$ cat config.mk
export PLATFORM = sky130hd
export DESIGN_NAME = divider_16x8_seq
export DESIGN_NICKNAME = d
export VERILOG_FILES = /design/src/rtl/divider_16x8_seq.sv
export SDC_FILE = /design/constraint.sdc
export NUM_CORES = 1
export LEC_CHECK = 0
export BUFFER_PORTS_ARGS = -buffer_cell sky130_fd_sc_hd__buf_2
export CAP_MARGIN = 40
export CORE_ASPECT_RATIO = 0.8
export CORE_MARGIN = 8
export CORE_UTILIZATION = 60
export DETAILED_ROUTE_END_ITERATION = 6
export GPL_TIMING_DRIVEN = 1
export PLACE_DENSITY = 0.86
export SYNTH_ARGS = -nofsm -noshare
export SYNTH_HDL_FRONTEND = slang
export SYNTH_SLANG_ARGS = --single-unit
$ cat constraint.sdc
create_clock -name clk -period 3.4 [get_ports clk]
set_clock_uncertainty 0.05 [all_clocks]
set_input_delay 0 -clock clk [delete_from_list [all_inputs] [get_ports clk]]
set_output_delay 0 -clock clk [all_outputs]
set_load 0.005 [all_outputs]
$ cat src/rtl/divider_16x8_seq.sv
// Purpose : iterative signed divider, 2N-bit dividend by N-bit divisor, restoring on magnitudes.
// Latency : 2N+2 cycles from the accept cycle to out_valid (1 cycle for divide by zero).
// Backpr. : one op in flight; in_ready low from accept until result handshake; result held while out_ready=0.
//
// Ports
//   clk, rst              single clock, synchronous active-high reset
//   in_valid / in_ready   operand handshake (dividend 2N bits, divisor N bits, both signed)
//   out_valid / out_ready result handshake (quotient 2N bits, remainder N bits, signed)
//   div_by_zero           divisor was zero: quotient all ones, remainder = dividend low N bits
//   overflow              most-negative dividend divided by -1: quotient wraps, remainder 0
module divider_16x8_seq #(
  parameter int N = 8
) (
  input  logic           clk,
  input  logic           rst,
  input  logic           in_valid,
  output logic           in_ready,
  input  logic [2*N-1:0] dividend,
  input  logic [N-1:0]   divisor,
  output logic           out_valid,
  input  logic           out_ready,
  output logic [2*N-1:0] quotient,
  output logic [N-1:0]   remainder,
  output logic           div_by_zero,
  output logic           overflow
);

  localparam int CW = $clog2(2*N);

  typedef enum logic [1:0] {
    IDLE,
    CALC,
    FIX,
    DONE
  } state_t;

  state_t          state;

  logic [2*N-1:0]  dvd_sh;     // |dividend|, shifted out MSB first
  logic [2*N-1:0]  quo_mag;    // quotient magnitude, built LSB-in
  logic [N-1:0]    dvs_mag;    // |divisor|
  logic [N:0]      prem;       // partial remainder
  logic [CW-1:0]   step_cnt;   // steps remaining after the current one
  logic            dvd_neg;
  logic            dvs_neg;
  logic            ovf_case;

  // Operand magnitudes. The most-negative value negates to itself, which read
  // as unsigned is exactly its magnitude, so no extra bit is needed.
  logic [2*N-1:0]  dividend_abs;
  logic [N-1:0]    divisor_abs;
  logic            is_ovf;

  // One restoring step.
  logic [N+1:0]    trial;
  logic [N+1:0]    diff;
  logic            trial_neg;

  // Sign fixup.
  logic [2*N-1:0]  q_signed;
  logic [N-1:0]    r_signed;

  always_comb begin
    dividend_abs = dividend[2*N-1] ? -dividend : dividend;
    divisor_abs  = divisor[N-1]    ? -divisor  : divisor;
    is_ovf       = (dividend == {1'b1, {(2*N-1){1'b0}}}) && (divisor == {N{1'b1}});
  end

  always_comb begin
    // The partial remainder is always below |divisor| <= 2^(N-1), so the
    // shifted trial value fits in N+1 bits and the extra top bit only
    // serves as the borrow of the subtraction.
    trial     = {prem, dvd_sh[2*N-1]};
    diff      = trial - {2'b00, dvs_mag};
    trial_neg = diff[N+1];
  end

  always_comb begin
    q_signed = (dvd_neg ^ dvs_neg) ? -quo_mag : quo_mag;
    r_signed = dvd_neg ? -prem[N-1:0] : prem[N-1:0];
  end

  always_ff @(posedge clk) begin
    if (rst) begin
      state       <= IDLE;
      in_ready    <= 1'b1;
      out_valid   <= 1'b0;
      quotient    <= '0;
      remainder   <= '0;
      div_by_zero <= 1'b0;
      overflow    <= 1'b0;
      dvd_sh      <= '0;
      quo_mag     <= '0;
      dvs_mag     <= '0;
      prem        <= '0;
      step_cnt    <= '0;
      dvd_neg     <= 1'b0;
      dvs_neg     <= 1'b0;
      ovf_case    <= 1'b0;
    end else begin
      case (state)
        IDLE: begin
          if (in_valid) begin
            dvd_neg  <= dividend[2*N-1];
            dvs_neg  <= divisor[N-1];
            dvd_sh   <= dividend_abs;
            dvs_mag  <= divisor_abs;
            ovf_case <= is_ovf;
            prem     <= '0;
            quo_mag  <= '0;
            in_ready <= 1'b0;
            if (divisor == '0) begin
              // No iteration needed: publish the fixed result straight away.
              quotient    <= '1;
              remainder   <= dividend[N-1:0];
              div_by_zero <= 1'b1;
              out_valid   <= 1'b1;
              state       <= DONE;
            end else begin
              step_cnt <= CW'(2*N-1);
              state    <= CALC;
            end
          end
        end

        CALC: begin
          prem    <= trial_neg ? trial[N:0] : diff[N:0];
          quo_mag <= {quo_mag[2*N-2:0], ~trial_neg};
          dvd_sh  <= {dvd_sh[2*N-2:0], 1'b0};
          if (step_cnt == '0) begin
            state <= FIX;
          end else begin
            step_cnt <= step_cnt - CW'(1);
          end
        end

        FIX: begin
          // The magnitude quotient of the overflow case is already 2^(2N-1),
          // which is the wrapped value; it is forced anyway so the result
          // does not depend on that coincidence.
          quotient  <= ovf_case ? {1'b1, {(2*N-1){1'b0}}} : q_signed;
          remainder <= ovf_case ? '0 : r_signed;
          overflow  <= ovf_case;
          out_valid <= 1'b1;
          state     <= DONE;
        end

        DONE: begin
          if (out_ready) begin
            out_valid   <= 1'b0;
            in_ready    <= 1'b1;
            quotient    <= '0;
            remainder   <= '0;
            div_by_zero <= 1'b0;
            overflow    <= 1'b0;
            state       <= IDLE;
          end
        end

        default: begin
          state <= IDLE;
        end
      endcase
    end
  end

endmodule

Word level (Yosys, flattened, before mapping)
Index checks and enable logic that the tools add are counted.
- register bits after elaboration: 86
- output and inout port bits: 28
- logic and storage cells: 89
- add/sub/neg operators: 6
- equality and inequality tests: 11
- mux-type cells: 39
- bitwise operators: 2
- reductions and logical operators: 16
- operators by type and width (operator ; number):
    $mux 16 ; 8
    $pmux 16 s2 ; 2
    $mux 8 ; 6
    $pmux 16 s3 ; 1
    $neg 16->16 ; 2
    $pmux 8 s3 ; 1
    $mux 9 ; 2
    $pmux 9 s2 ; 1
    $eq 16x16->1 const B ; 1
    $neg 8->8 ; 2
    $mux 4 ; 3
    $ne 2x2->1 const B ; 6
    $reduce_and 4->1 ; 3
    $sub 10x8->10 ; 1
    $eq 8x8->1 const B ; 1
    $logic_not 8->1 ; 1
    $mux 2 ; 4
    $pmux 2 s4 ; 1
    $pmux 4 s2 ; 1
    $pmux 1 s2 ; 3
    $reduce_and 2->1 ; 3
    $reduce_and 3->1 ; 2
    $reduce_bool 2->1 ; 3
    $mux 1 ; 5
    10 further kinds ; 11

Depth between registers and ports, before layout
Gate-level depths: netlist (run 1).
- word-level depth: 4
- gate-level depth with buffers: 10

Worst setup path before layout (run 1)
No wires, ideal clock.
- path kind: flip-flop to flip-flop
- start: register dvs_mag[6]
- end: register prem[7]
- data arrival time: 2.185 ns
- path slack: 1.047 ns
- stages on the path, launching flop included: 9
- path buffers: 0
- cells stage by stage: dfxtp_1 -> inv_1 -> ha_1 -> a21o_1 -> a211oi_1 -> mux2i_1 -> nand3_1 -> a2111o_1 -> a32o_1
- longest elaborated chain between the ends: 3
- RTL lines (element ; line ; source):
    start: declaration ; 41 ; logic [N-1:0] dvs_mag;
    start signal: assignment ; 107 ; dvs_mag <= divisor_abs;
    $sub 10x8->10 ; 74 ; diff = trial - {2'b00, dvs_mag};
    $mux 9 ; 127 ; prem <= trial_neg ? trial[N:0] : diff[N:0];
    $pmux 9 s2 ; 101 ; case (state)
    end signal: assignment ; 127 ;
    end: declaration ; 42 ; logic [N:0] prem;
Every way passes these cells.
A chain may end at the register's enable or synchronous reset.

Worst setup path after layout (run 1)
- start: register prem[5]
- end: register prem[7]
- longest elaborated chain between the ends: 3
- RTL lines (element ; line):
    $sub 10x8->10 ; 74
    $mux 9 ; 127
    $pmux 9 s2 ; 101
Every way passes these cells.

==> results of run 1 <==
==> per-layer routing <==
metal	global-route usage, %	wire (microns)	vias up
li1	-	-	2258
met1	31.0	5810	2265
met2	37.5	6080	213
met3	4.91	1010	26
met4	7.37	258	0
met5	0	0	-
==> per-stage QoR <==
step | std cells | setup WS, ns | cell area (sq um)
3_3_place_gp | 738 | 0.522 | 5160
2_1_floorplan | 602 | 1.05 | 4890
3_5_place_dp | 739 | 0.431 | 5170
5_1_grt | 771 | 0.154 | 5540
6_report | 771 | 0.352 | 5540
4_1_cts | 771 | 0.390 | 5540
==> cells by family after synthesis <==
group	after synthesis
compound gates	168
flops	86
simple gates	213
xor+xnor	41
buf+inv	63
mux	12
fa+ha+maj	19
==> state kept, by name, indices dropped and copies added (netlist names) <==
register / flops
quo_mag: 16
state: 2
in_ready: 1
dvd_sh: 16
step_cnt: 4
dvd_neg: 1
div_by_zero: 1
prem: 9
ovf_case: 1
out_valid: 1
quotient: 16
dvs_neg: 1
dvs_mag: 8
overflow: 1
remainder: 8
==> repair_timing <==
| action | CTS | global route |
|---|---|---|
| hold endpoints to repair | 20 | 0 |
| hold buffers | 16 | 0 |
| buffers inserted | 0 | 0 |
==> area by class of cell <==
cell class | instances | area (sq um)
Timing Repair Buffer | 81 | 510
Tap cell | 108 | 135
Multi-Input combinational cell | 453 | 2860
Clock buffer | 9 | 124
Fill cell | 678 | 2370
Clock inverter | 7 | 88.8
Inverter | 27 | 101
Sequential cell | 86 | 1720
==> critical path, delay by kind of cell (launching register included) <==
kind / cells / cell delay [ns]
DFF: 1 / 0.45
AOI/OAI and AO/OA: 4 / 1.34
adders and majority gates: 1 / 0.34
muxes: 1 / 0.30
and+or+nand+nor: 1 / 0.44
==> where the power goes <==
group / internal, mW / switching (mW)
sequential: 1.22 / 0.163
clock: 0.355 / 0.417
combinational: 0.757 / 1.22
total: 2.33 / 1.80
==> worst max-delay path by stage <==
stage	start	endpoint	slack [ns]	cells past startpoint
CTS	prem[5]	prem[7]	0.39	7
global route	prem[5]	prem[7]	0.15	7
global placement	prem[5]	prem[7]	0.52	7
floorplan	dvs_mag[6]	prem[7]	1.05	8
detailed placement	prem[5]	prem[7]	0.43	7
finish	prem[5]	prem[7]	0.35	7
==> placed cells by master, fill, tap and decap left out, types with 10 or more instances in the layout <==
master and instances:
a21oi_1 40, xnor2_1 21, dlygate4sd3_1 16, xor2_1 20
o21ai_0 28, inv_1 27, nor3_1 19, nand3_1 10
buf_2 55, mux2i_1 12, a22oi_1 24, nor2_1 75
ha_1 18, dfxtp_1 86, a211oi_1 17, nand2_1 57
buf_4 10
==> reports/results.ini, run 1 <==
[clock_network]
root_buffer=clkbuf_8
clockBufferDepth=2
cts.sinks=86
cts_resized=0
cts.clk_slew.worst_paths_ns=0.09
cts_buffers=9
clock_latency_ns=0.37
tritoncts=yes
htreeDepth=3

[setup_path]
r2r-end=prem[7]
cp-start-kind=flip-flop
worstRegToRegCells=7
path_cells=ha_1, a21o_1, a211oi_1, mux2i_1, nand3_1, a2111o_1, a32o_1
crit_fanout=13
arrival_ns=3.25
r2r_start=prem[5]
crit_path_max_incr_delay_ns=0.53
worstPathRequired_ns=3.60
worstSetupPathType=flip-flop to flip-flop
endpoint_kind=flip-flop
reg2reg_slack_ns=0.35
crit_slowest_cell=a2111o_1

[worst_hold_path]
hold_end=remainder[5]
min_from=dividend[5]
hold_class=input pin to flip-flop
worstHoldPathCells=3

[yosys]
synth_top_family_by_area=compound AO/OA/AOI/OAI gates
yosysMostFrequentCell=dfxtp_1
syn_area_per_cell_sq_um=8.12
syn_inst=602
synth-seq-cells=86
synth-edff-count=0
synth_fp_nets=649
synth_top_area_share_pct=35.2
yosys.area.top_type=dfxtp_1
yosysUniqueCellTypes=66
ys_seq_area_share_pct=35.2
synth_area_sq_mm=0.00489
muxShareOfSynthArea_pct=2.46
synthTopCellsByArea=dfxtp_1 (35%), nor2_1 (5.8%), ha_1 (4.6%)
ys.flop_type=dfxtp_1
synth_compound_area_share_pct=23.1
synthArstFlopShare_pct=0
synth-xor-area-share_pct=7.35
synth_simple_gate_area_share_pct=20.6
yosys_warnings=0
synthTopCellsByCount=dfxtp_1 (86), nor2_1 (75), nand2_1 (57)
synth_fa_ha_area_share_pct=5.02

[timing]
final-setup-viol-count=0
timing.fmax_ghz=0.328
rsz0062_at_grt=false
setup_tns_ns=0
holdWs_ns=0.0136
worst_pin_slew_ns=0.909
period_needed_ns=3.05
timing.slew.headroom_pct=39.2
finalCritPeriodShare_pct=89.6
drv_slew=0
final_hold_viol_count=0

[final_layout]
final_core_utilization_pct=70.1
area_growth_pct=13.4
drive_gt1_share_pct=14.2
antennaDiodeCount=0
layout.nets=705

[die]
initial_utilization_pct=61.8
die_y_microns=96.7
fp-row-count=29
core_area_sq_mm=0.00791
dieArea_sq_mm=0.0113
top_level_ports=56
fp.dieW_microns=117

[drt]
totalWireLength_microns=13200
drtPass1Iterations=5
via_per_inst=6.18
drc=0
ant_nets=0
wire_per_inst_microns=17.1
drt_iter0_markers=432
via_count=4762

[grt]
antenna_found_initial=0
grt_max_degree=51
grt_pass1_wl_microns=21800
overflow=0
grt_pass1_vias=4567
grt_usage_pct=23.6

[pwr]
power_mw=4.12
power_density_mw_per_mm2=744
leakagePower_nw=2.32
vdd_drop_max_uv=534

[job]
drv_cap=0

[placed_design]
dp_hpwl_microns=9510
port_buffers=55
gp_congestion=0.897

[status]
status=complete, no violations

Power figures use the tool's default switching activity.
==> run 2, diff against run 1 <==
Settings changed: CORE_UTILIZATION 60 to 63, PLACE_DENSITY 0.86 to not set, PLACE_DENSITY_LB_ADDON set to 0.12.
==> run 2 against run 1 <==
  * First-iteration DRC count up 1.2%
  * Sequential power about the same
  * Register-to-register slack better by 0.29 ns
==> reports/results.ini, run 2 (synthesized netlist as in run 1, its figures left out) <==
[timing]
setup_tns_ns=0  ; unchanged
timing.fmax_ghz=0.363  ; was 0.328 GHz
finalCritPeriodShare_pct=81.1  ; was 89.6%
setup_ws_ns=0.642  ; was 0.352 ns
final_hold_viol_count=0  ; unchanged
worst_pin_slew_ns=0.757  ; was 0.909 ns
holdWs_ns=0.0145  ; was 0.0136 ns
drv_slew=0  ; unchanged
final-setup-viol-count=0  ; unchanged
rsz0062_at_grt=false  ; unchanged
period_needed_ns=2.76  ; was 3.05 ns
timing.slew.headroom_pct=49.4  ; was 39.2%

[placed_design]
dpl.cell_count=739  ; unchanged
port_buffers=55  ; unchanged
gp_congestion=0.891  ; was 0.897
dp_hpwl_microns=9150  ; was 9510 microns
place_area_sq_mm=0.00519  ; was 0.00517 sq mm
post-place-ws_ns=0.686  ; was 0.431 ns

[setup_path]
crit_fanout=13  ; unchanged
arrival_ns=2.96  ; was 3.25 ns
endpoint_kind=flip-flop  ; unchanged
worstSetupPathType=flip-flop to flip-flop  ; unchanged
path_cells=ha_1, a21o_1, a211oi_1, mux2i_1, nand3_1, buf_4, a2111o_1, a32o_1  ; was ha_1, a21o_1, a211oi_1, mux2i_1, nand3_1, a2111o_1, a32o_1
worstPathRequired_ns=3.60  ; about the same
crit_path_max_incr_delay_ns=0.45  ; was 0.53 ns
cp-start-kind=flip-flop  ; unchanged
crit_slowest_cell=dfxtp_1  ; was a2111o_1

[final_layout]
final_core_utilization_pct=74.3  ; was 70.1%
layout_commonest_cell=dfxtp_1  ; unchanged
seqCellArea_sq_mm=0.00172  ; unchanged
final_cell_mix=dfxtp_1 (86), nor2_1 (75), nand2_1 (57)  ; unchanged
multiInputGateArea_sq_mm=0.00286  ; unchanged
area_growth_pct=13.5  ; was 13.4%
finalNonFillerCells=770  ; was 771
antennaDiodeCount=0  ; unchanged
layout.nets=707  ; was 705
largest_registers=dvd_sh x16, quo_mag x16, quotient x16  ; unchanged
final_area_sq_mm=0.00555  ; was 0.00554 sq mm
nFillCells=595  ; was 678
drive_gt1_share_pct=14.6  ; was 14.2%

[grt]
grt_usage_pct=23.9  ; was 23.6%
grt_max_degree=51  ; unchanged
grt_pass1_wl_microns=21000  ; was 21800 microns
grt_pass1_vias=4307  ; was 4567
overflow=0  ; unchanged
antenna_found_initial=0  ; unchanged

[die]
dieArea_sq_mm=0.0108  ; was 0.0113 sq mm
core_area_sq_mm=0.00746  ; was 0.00791 sq mm
fp.dieW_microns=114  ; was 117 microns
fp-row-count=28  ; was 29
top_level_ports=56  ; unchanged
initial_utilization_pct=65.5  ; was 61.8%
die_y_microns=94.8  ; was 96.7 microns

[drt]
drtPass1Iterations=6  ; was 5
met2_length_microns=5660  ; was 6080 microns
via_count=4572  ; was 4762
totalWireLength_microns=12800  ; was 13200 microns
drt_iter0_markers=437  ; was 432
route.met3.wl_microns=898  ; was 1010 microns
met1Wirelength_microns=6030  ; was 5810 microns
wire_per_inst_microns=16.6  ; was 17.1 microns
ant_nets=0  ; unchanged
highest_layer=met4  ; unchanged
via_per_inst=5.94  ; was 6.18
drc=0  ; unchanged

[clock_network]
cts_buffers=9  ; unchanged
cts.clk_slew.worst_paths_ns=0.09  ; about the same
clock_latency_ns=0.36  ; was 0.37 ns
root_buffer=clkbuf_8  ; unchanged
htreeDepth=3  ; unchanged
cts.sinks=86  ; unchanged
tritoncts=yes  ; unchanged
clockBufferDepth=2  ; unchanged
cts_resized=0  ; unchanged

[pwr]
power_density_mw_per_mm2=745  ; was 744 mW/mm^2
leakagePower_nw=2.32  ; about the same
vdd_drop_max_uv=577  ; was 534 uV
power_mw=4.13  ; was 4.12 mW

[status]
status=complete, no violations  ; unchanged

[worst_hold_path]
hold_class=input pin to flip-flop  ; unchanged

[job]
drv_cap=0  ; unchanged

==> run 2: changes by cell type in the layout (fill, tap and decap cells not counted) <==
cell / before / now
buf_4: 10 / 13
clkinvlp_4: 1 / 3
inv_6: 3 / 1
clkbuf_8: 9 / 10
clkinv_8: 1 / 0
dlygate4sd3_1: 16 / 15
==> run 2: final cells by class <==
class                      count  area share, %
clock inverter                 6           1.26
sequential                    86           31.0
tap                          105           2.37
inverter                      27           1.83
clock buffer                  10           2.48
multi-input combinational    453           51.6
timing repair buffer          83           9.43
==> run 2: worst max-delay path, delay by kind of cell (launching register included) <==
| family | cells | cell delay [ns] |
|---|---|---|
| AND/OR/NAND/NOR | 1 | 0.10 |
| flip-flops | 1 | 0.45 |
| multiplexers | 1 | 0.29 |
| adder cells (fa/ha/maj) | 1 | 0.34 |
| buffers and inverters | 1 | 0.20 |
| AO/OA/AOI/OAI | 4 | 1.23 |
==> run 2: per-layer routing <==
layer  vias to the layer above  track usage, %
met5                         -               0
met4                         0            7.85
met3                        18            6.82
met2                       162            37.3
met1                      2123            31.3
li1                       2269               -
==> run 2: worst paths after layout <==
kind | start | endpoint | slack [ns] | cells after the start
setup / recovery | prem[5] | prem[7] | 0.64 | 8
hold / removal | dividend[5] | remainder[5] | 0.01 | 3
setup reg to reg | prem[5] | prem[7] | 0.64 | 8
hold reg to reg | dvd_sh[11] | dvd_sh[11] | 0.40 | 2
==> run 2: power by group <==
| part | internal (mW) | switching [mW] | leakage (nW) | total [mW] |
|---|---|---|---|---|
| combinational | 0.788 | 1.22 | 1.53 | 2.01 |
| sequential | 1.22 | 0.162 | 0.700 | 1.38 |
| clock | 0.363 | 0.383 | 0.0951 | 0.746 |
==> run 2: timing repair <==
item                                    CTS  global route
endpoints found under the hold margin    17             0
hold buffers                             15             0
endpoints found under the setup margin    0             0
buffers inserted                          0             0
